## config.mk

```make
export PLATFORM = sky130hd
export DESIGN_NAME = fifo_rd_arbiter
export DESIGN_NICKNAME = d
export VERILOG_FILES = /design/src/rtl/fifo_rd_arbiter.sv
export SDC_FILE = /design/constraint.sdc
export NUM_CORES = 1
export LEC_CHECK = 0
export CAP_MARGIN = 20
export CORE_MARGIN = 2
export CORE_UTILIZATION = 46
export CTS_CLUSTER_SIZE = 8
export DETAILED_ROUTE_END_ITERATION = 8
export PLACE_DENSITY = 0.78
export REMOVE_ABC_BUFFERS = 1
export SETUP_SLACK_MARGIN = 0.4
export SYNTH_ARGS = -nofsm -noshare
export SYNTH_HDL_FRONTEND = slang
export SYNTH_SLANG_ARGS = --single-unit
```

## constraint.sdc

```tcl
create_clock -name clk -period 2.8 [get_ports clk]
set_input_delay 0.42 -clock clk [delete_from_list [all_inputs] [get_ports clk]]
set_output_delay 0.42 -clock clk [all_outputs]
set_load 0.02 [all_outputs]
```

## src/rtl/fifo_rd_arbiter.sv

```systemverilog
// fifo_rd_arbiter: round-robin read scheduler that drains up to BURST words
// from one of NUM_CH single-clock FIFOs per grant. Each word is captured from
// the FIFO's registered dout and presented on a tagged valid/ready stream.
//
// Handshake: m_valid is high whenever the 2-entry output queue holds a word.
// A word transfers on a cycle where m_valid & m_ready. While m_valid is high
// and m_ready is low, m_data and m_ch hold stable. m_valid never waits on
// m_ready.
module fifo_rd_arbiter #(
  parameter int DW     = 12,
  parameter int NUM_CH = 4,
  parameter int BURST  = 8,
  parameter int CW     = $clog2(NUM_CH)
) (
  input  logic                 clk,
  input  logic                 rst_n,
  input  logic [NUM_CH-1:0]    fifo_empty,
  input  logic [NUM_CH*DW-1:0] fifo_dout,
  output logic [NUM_CH-1:0]    fifo_rd_en,
  output logic                 m_valid,
  input  logic                 m_ready,
  output logic [DW-1:0]        m_data,
  output logic [CW-1:0]        m_ch,
  output logic                 busy,
  output logic                 dbg_state
);

  localparam int            BW        = $clog2(BURST + 1);
  localparam logic [BW-1:0] BEAT_LAST = BW'(BURST - 1);
  localparam logic [CW-1:0] CH_LAST   = CW'(NUM_CH - 1);

  typedef enum logic {
    ST_IDLE  = 1'b0,
    ST_BURST = 1'b1
  } state_e;

  state_e        state_q;
  logic [CW-1:0] grant_q;
  logic [CW-1:0] last_grant_q;
  logic [BW-1:0] beat_q;
  logic          pend_q;
  logic [CW-1:0] pend_ch_q;

  // Two-slot output queue, addressed by single-bit pointers.
  logic [DW-1:0] q_data_q [2];
  logic [CW-1:0] q_ch_q   [2];
  logic          wr_ptr_q;
  logic          rd_ptr_q;
  logic [1:0]    occ_q;
  logic [1:0]    occ_d;

  logic          push;
  logic          pop;
  logic [2:0]    fill;
  logic          space;
  logic          issue;
  logic          scan_found;
  logic [CW-1:0] scan_ch;
  logic [CW-1:0] cand;
  logic [DW-1:0] cap_data;

  // Round-robin scan starting after last_grant; wrap is explicit so that a
  // non-power-of-two channel count never produces an out-of-range index.
  always_comb begin
    scan_found = 1'b0;
    scan_ch    = '0;
    cand       = last_grant_q;
    for (int i = 0; i < NUM_CH; i++) begin
      cand = (cand == CH_LAST) ? '0 : cand + CW'(1);
      if (!scan_found && !fifo_empty[cand]) begin
        scan_found = 1'b1;
        scan_ch    = cand;
      end
    end
  end

  // Credit check: a read may issue only if the queue can still take the word
  // it returns next cycle, counting a word already in flight and a pop now.
  always_comb begin
    pop   = m_valid & m_ready;
    push  = pend_q;
    fill  = {1'b0, occ_q} + {2'b00, pend_q} - {2'b00, pop};
    space = (fill < 3'd2);
    issue = (state_q == ST_BURST) & ~fifo_empty[grant_q] & space;
  end

  // Read strobe goes only to the granted channel, and only when it has data.
  always_comb begin
    fifo_rd_en = '0;
    if (issue) fifo_rd_en[grant_q] = 1'b1;
  end

  // Grant/burst state machine plus the one-cycle in-flight read tracker.
  always_ff @(posedge clk or negedge rst_n) begin
    if (!rst_n) begin
      state_q      <= ST_IDLE;
      grant_q      <= '0;
      last_grant_q <= CH_LAST;
      beat_q       <= '0;
      pend_q       <= 1'b0;
      pend_ch_q    <= '0;
    end else begin
      pend_q    <= issue;
      pend_ch_q <= grant_q;
      case (state_q)
        ST_IDLE: begin
          if (scan_found) begin
            grant_q      <= scan_ch;
            last_grant_q <= scan_ch;
            beat_q       <= '0;
            state_q      <= ST_BURST;
          end
        end
        ST_BURST: begin
          if (fifo_empty[grant_q]) begin
            state_q <= ST_IDLE;
          end else if (issue) begin
            beat_q <= beat_q + BW'(1);
            if (beat_q == BEAT_LAST) state_q <= ST_IDLE;
          end
        end
      endcase
    end
  end

  // Next occupancy: a simultaneous push and pop leaves it unchanged.
  always_comb begin
    occ_d = occ_q;
    case ({push, pop})
      2'b10:   occ_d = occ_q + 2'd1;
      2'b01:   occ_d = occ_q - 2'd1;
      default: occ_d = occ_q;
    endcase
  end

  assign cap_data = fifo_dout[pend_ch_q*DW +: DW];

  // Output queue: capture the word read last cycle, advance head on pop.
  always_ff @(posedge clk or negedge rst_n) begin
    if (!rst_n) begin
      q_data_q[0] <= '0;
      q_data_q[1] <= '0;
      q_ch_q[0]   <= '0;
      q_ch_q[1]   <= '0;
      wr_ptr_q    <= 1'b0;
      rd_ptr_q    <= 1'b0;
      occ_q       <= 2'd0;
    end else begin
      if (push) begin
        q_data_q[wr_ptr_q] <= cap_data;
        q_ch_q[wr_ptr_q]   <= pend_ch_q;
        wr_ptr_q           <= ~wr_ptr_q;
      end
      if (pop) rd_ptr_q <= ~rd_ptr_q;
      occ_q <= occ_d;
    end
  end

  assign m_valid   = (occ_q != 2'd0);
  assign m_data    = q_data_q[rd_ptr_q];
  assign m_ch      = q_ch_q[rd_ptr_q];
  assign busy      = (state_q == ST_BURST) | pend_q | (occ_q != 2'd0);
  assign dbg_state = state_q;

endmodule

```

==> flow_summary_export.csv <==
group,metric,value,unit
outcome,status,"completed",
detailed_routing,postRouteAntennaNets,0,
floorplan,dieArea,0.00577,mm²
synth,synth-edff-count,0,
synth,synthTopCellsByArea,"dfrtp_1 44%, mux2_2 19%, mux4_2 7.6%, mux4_1 4.4%, nand2_1 2.4%",
global_routing,antenna_found_initial,0,
setup_path,critical_path.max_fanout,4,
global_routing,grt_max_degree,45,
synth,synthAdderAreaFrac,1.89,%
setup_path,arrival,2.05,ns
cts,path_clk_slew,0.07,ns
synth,synth_area_per_cell,13.5,µm²
synth,yosys-top-cells-count,"42 x dfrtp_1, 41 x mux2_2, 15 x nand2_1",
place,dpl.hpwl,3.75,mm
layout,layout.nets,317,
floorplan,core-area,0.00504,mm²
synth,synthCells,176,
synth,ys_types,39,
synth,ys.flop_type,"dfrtp_1",
timing,fin_skew,0.00578,ns
synth,synthMuxAreaShare,34.7,%
timing,fmax,0.404,GHz
power,peakVddDrop,512,µV
synth,synth_top_area_cell,"dfrtp_1",
layout,fillers,393,
detailed_routing,drt_iter0_markers,93,
layout,drive_above_1_share,34.6,%
place,io_buffers,75,
job,cap_violations,0,
floorplan,io_pins,76,
timing,rsz0062_at_grt,"true",
layout,area_delta_synth_final,41.5,%
power,powerDensity,1070,mW/mm²
synth,synth_compound_area_share,4.20,%
synth,synth-simple-area-share,7.83,%
synth,synth_most_common_cell,"dfrtp_1",
place,place_congestion,0.761,
power,p_leak,1.40,nW
cts,cts-root-buf,"clkbuf_8",
setup_path,worst_setup_path_end_kind,"output port",
cts,cts_made_buffers,5,
floorplan,std_cell_rows,26,
cts,cts.sinks,44,
synth,async_flop_share,100,%
floorplan,die-width,75.9,µm
cts,cts.path.max_buffers,2,
layout,finalCoreUtilization,66.8,%
detailed_routing,drt-vias-per-instance,5.26,
synth,yosysWarnings,0,
timing,fin_crit_sh,88.4,%
detailed_routing,wire_per_inst,16.0,µm
timing,finalHoldViolCount,0,
synth,synthDominantCellAreaShare,44.1,%
global_routing,grt.total_usage,19.4,%
layout,n_antenna_cell,0,
setup_path,crit_path_start_kind,"flip-flop",
global_routing,grt_pass1_vias,1838,
cts,cts_tree,"done",
timing,setup_violations,0,
cts,h-tree-depth,2,
setup_path,r2r_setup_slack,0.73,ns
global_routing,overflow,0,
floorplan,die_h,75.9,µm
synth,synth_top_family_by_area,"multiplexers",
detailed_routing,vias,1737,
synth,synth-seq-area-share,46.3,%
timing,slew_violations,0,
global_routing,grt_pass1_wl,8.91,mm
timing,slew_headroom,36.2,%
detailed_routing,wl,5.27,mm
hold_path,hold_path_class,"in2async",
synth,yosys.area_share.xor_xnor,1.47,%
detailed_routing,drtPass1Iterations,4,
setup_path,critPathRequiredTime,2.38,ns
synth,netlist_area,0.00238,mm²
timing,finalSetupTns,0,ns
timing,post-route-min-period,2.47,ns
cts,clock_latency,0.29,ns
floorplan,start_util,47.2,%
setup_path,path_class,"reg2out",
synth,synth.ff_latch_count,44,
detailed_routing,drc,0,
timing,tightest_slew,0.956,ns
==> power by group <==
group	switching [mW]	leakage, nW	internal (mW)
clock network	0.198	0.0455	0.201
logic	0.817	0.824	1.14
registers	0.309	0.530	0.946
==> critical path, stage by stage, from the launching register on <==
cell	delay, ns
dfrtp_1	0.42
nor2_4	0.14
a21oi_2	0.05
nand2b_4	0.14
fa_2	0.35
xnor2_2	0.15
nand2_2	0.11
buf_6	0.14
nor3_2	0.10
buf_4	0.16
==> flip-flops by register name, summed over array words and instances, names as in the netlist, 2 cells and up <==
name / flops
q_ch_q: 4
grant_q: 2
pend_ch_q: 2
beat_q: 4
q_data_q: 24
occ_q: 2
last_grant_q: 2
==> stage by stage <==
step	power [mW]	hold slack [ns]	instances	instance area (µm²)	setup slack (ns)
CTS	3.60	0.298	329	3330	0.254
finish	3.61	0.271	330	3370	0.325
global placement	3.07	0.424	317	3190	-0.498
global route	3.86	0.353	330	3370	0.224
detailed placement	3.13	0.429	317	3190	-0.593
floorplan	2.38	0.124	166	2310	0.106
==> placed cells by master, fill, tap and decap left out, types with 2 or more instances in the layout <==
| master | n |
|---|---|
| a21o_1 | 2 |
| a21oi_1 | 3 |
| buf_2 | 2 |
| buf_4 | 12 |
| buf_6 | 2 |
| clkbuf_1 | 2 |
| clkbuf_8 | 6 |
| clkdlybuf4s50_1 | 68 |
| dfrtp_1 | 41 |
| dfstp_2 | 2 |
| ha_1 | 2 |
| inv_1 | 4 |
| mux2_2 | 41 |
| mux2_4 | 2 |
| mux2i_1 | 5 |
| mux4_1 | 4 |
| mux4_2 | 8 |
| nand2_1 | 14 |
| nand3_1 | 2 |
| nor2b_1 | 2 |
| nor3_1 | 4 |
| o21ai_0 | 3 |
| or2_2 | 2 |
| xnor2_1 | 2 |
==> cell families after synthesis <==
family | Yosys count
adders and majority gates | 3
buffers and inverters | 14
and+or+nand+nor | 37
DFF | 44
xor gates and xnor gates | 4
AOI/OAI and AO/OA | 14
muxes | 60
==> timing repair <==
item | CTS | global route
hold buffers | 0 | 0
pin swaps | 6 | 3
endpoints found under the setup margin | 23 | 4
buffers inserted | 4 | 1
gates resized for setup | 35 | 6
==> final cells by class <==
type | instances | area [µm²] | share of cell area, %
Multi-Input combinational cell | 118 | 1250 | 37.0
Sequential cell | 44 | 1100 | 32.8
Timing Repair Buffer | 86 | 823 | 24.4
Clock buffer | 8 | 90.1 | 2.67
Tap cell | 70 | 87.6 | 2.60
Inverter | 4 | 15.0 | 0.446
==> path summary, 6_finish.rpt <==
path	to	cells past startpoint	from
max in group asynchronous	rd_ptr_q	1	rst_n
setup / recovery	fifo_rd_en[2]	9	occ_q[0]
min in group clk	pend_ch_q[0]	0	grant_q[0]
hold reg to reg	pend_ch_q[0]	0	grant_q[0]
setup reg to reg	beat_q[3]	9	occ_q[0]
hold / removal	q_data_q[12]	1	rst_n
==> per-layer routing <==
layer,part of all wire [%],vias up,track usage (%)
met2,50,51,33.8
met4,1.0,0,5.45
li1,-,815,-
met3,6.1,7,6.19
met1,43,864,23.2
met5,0,-,0
No activity file was read; power rests on OpenSTA's default activity.
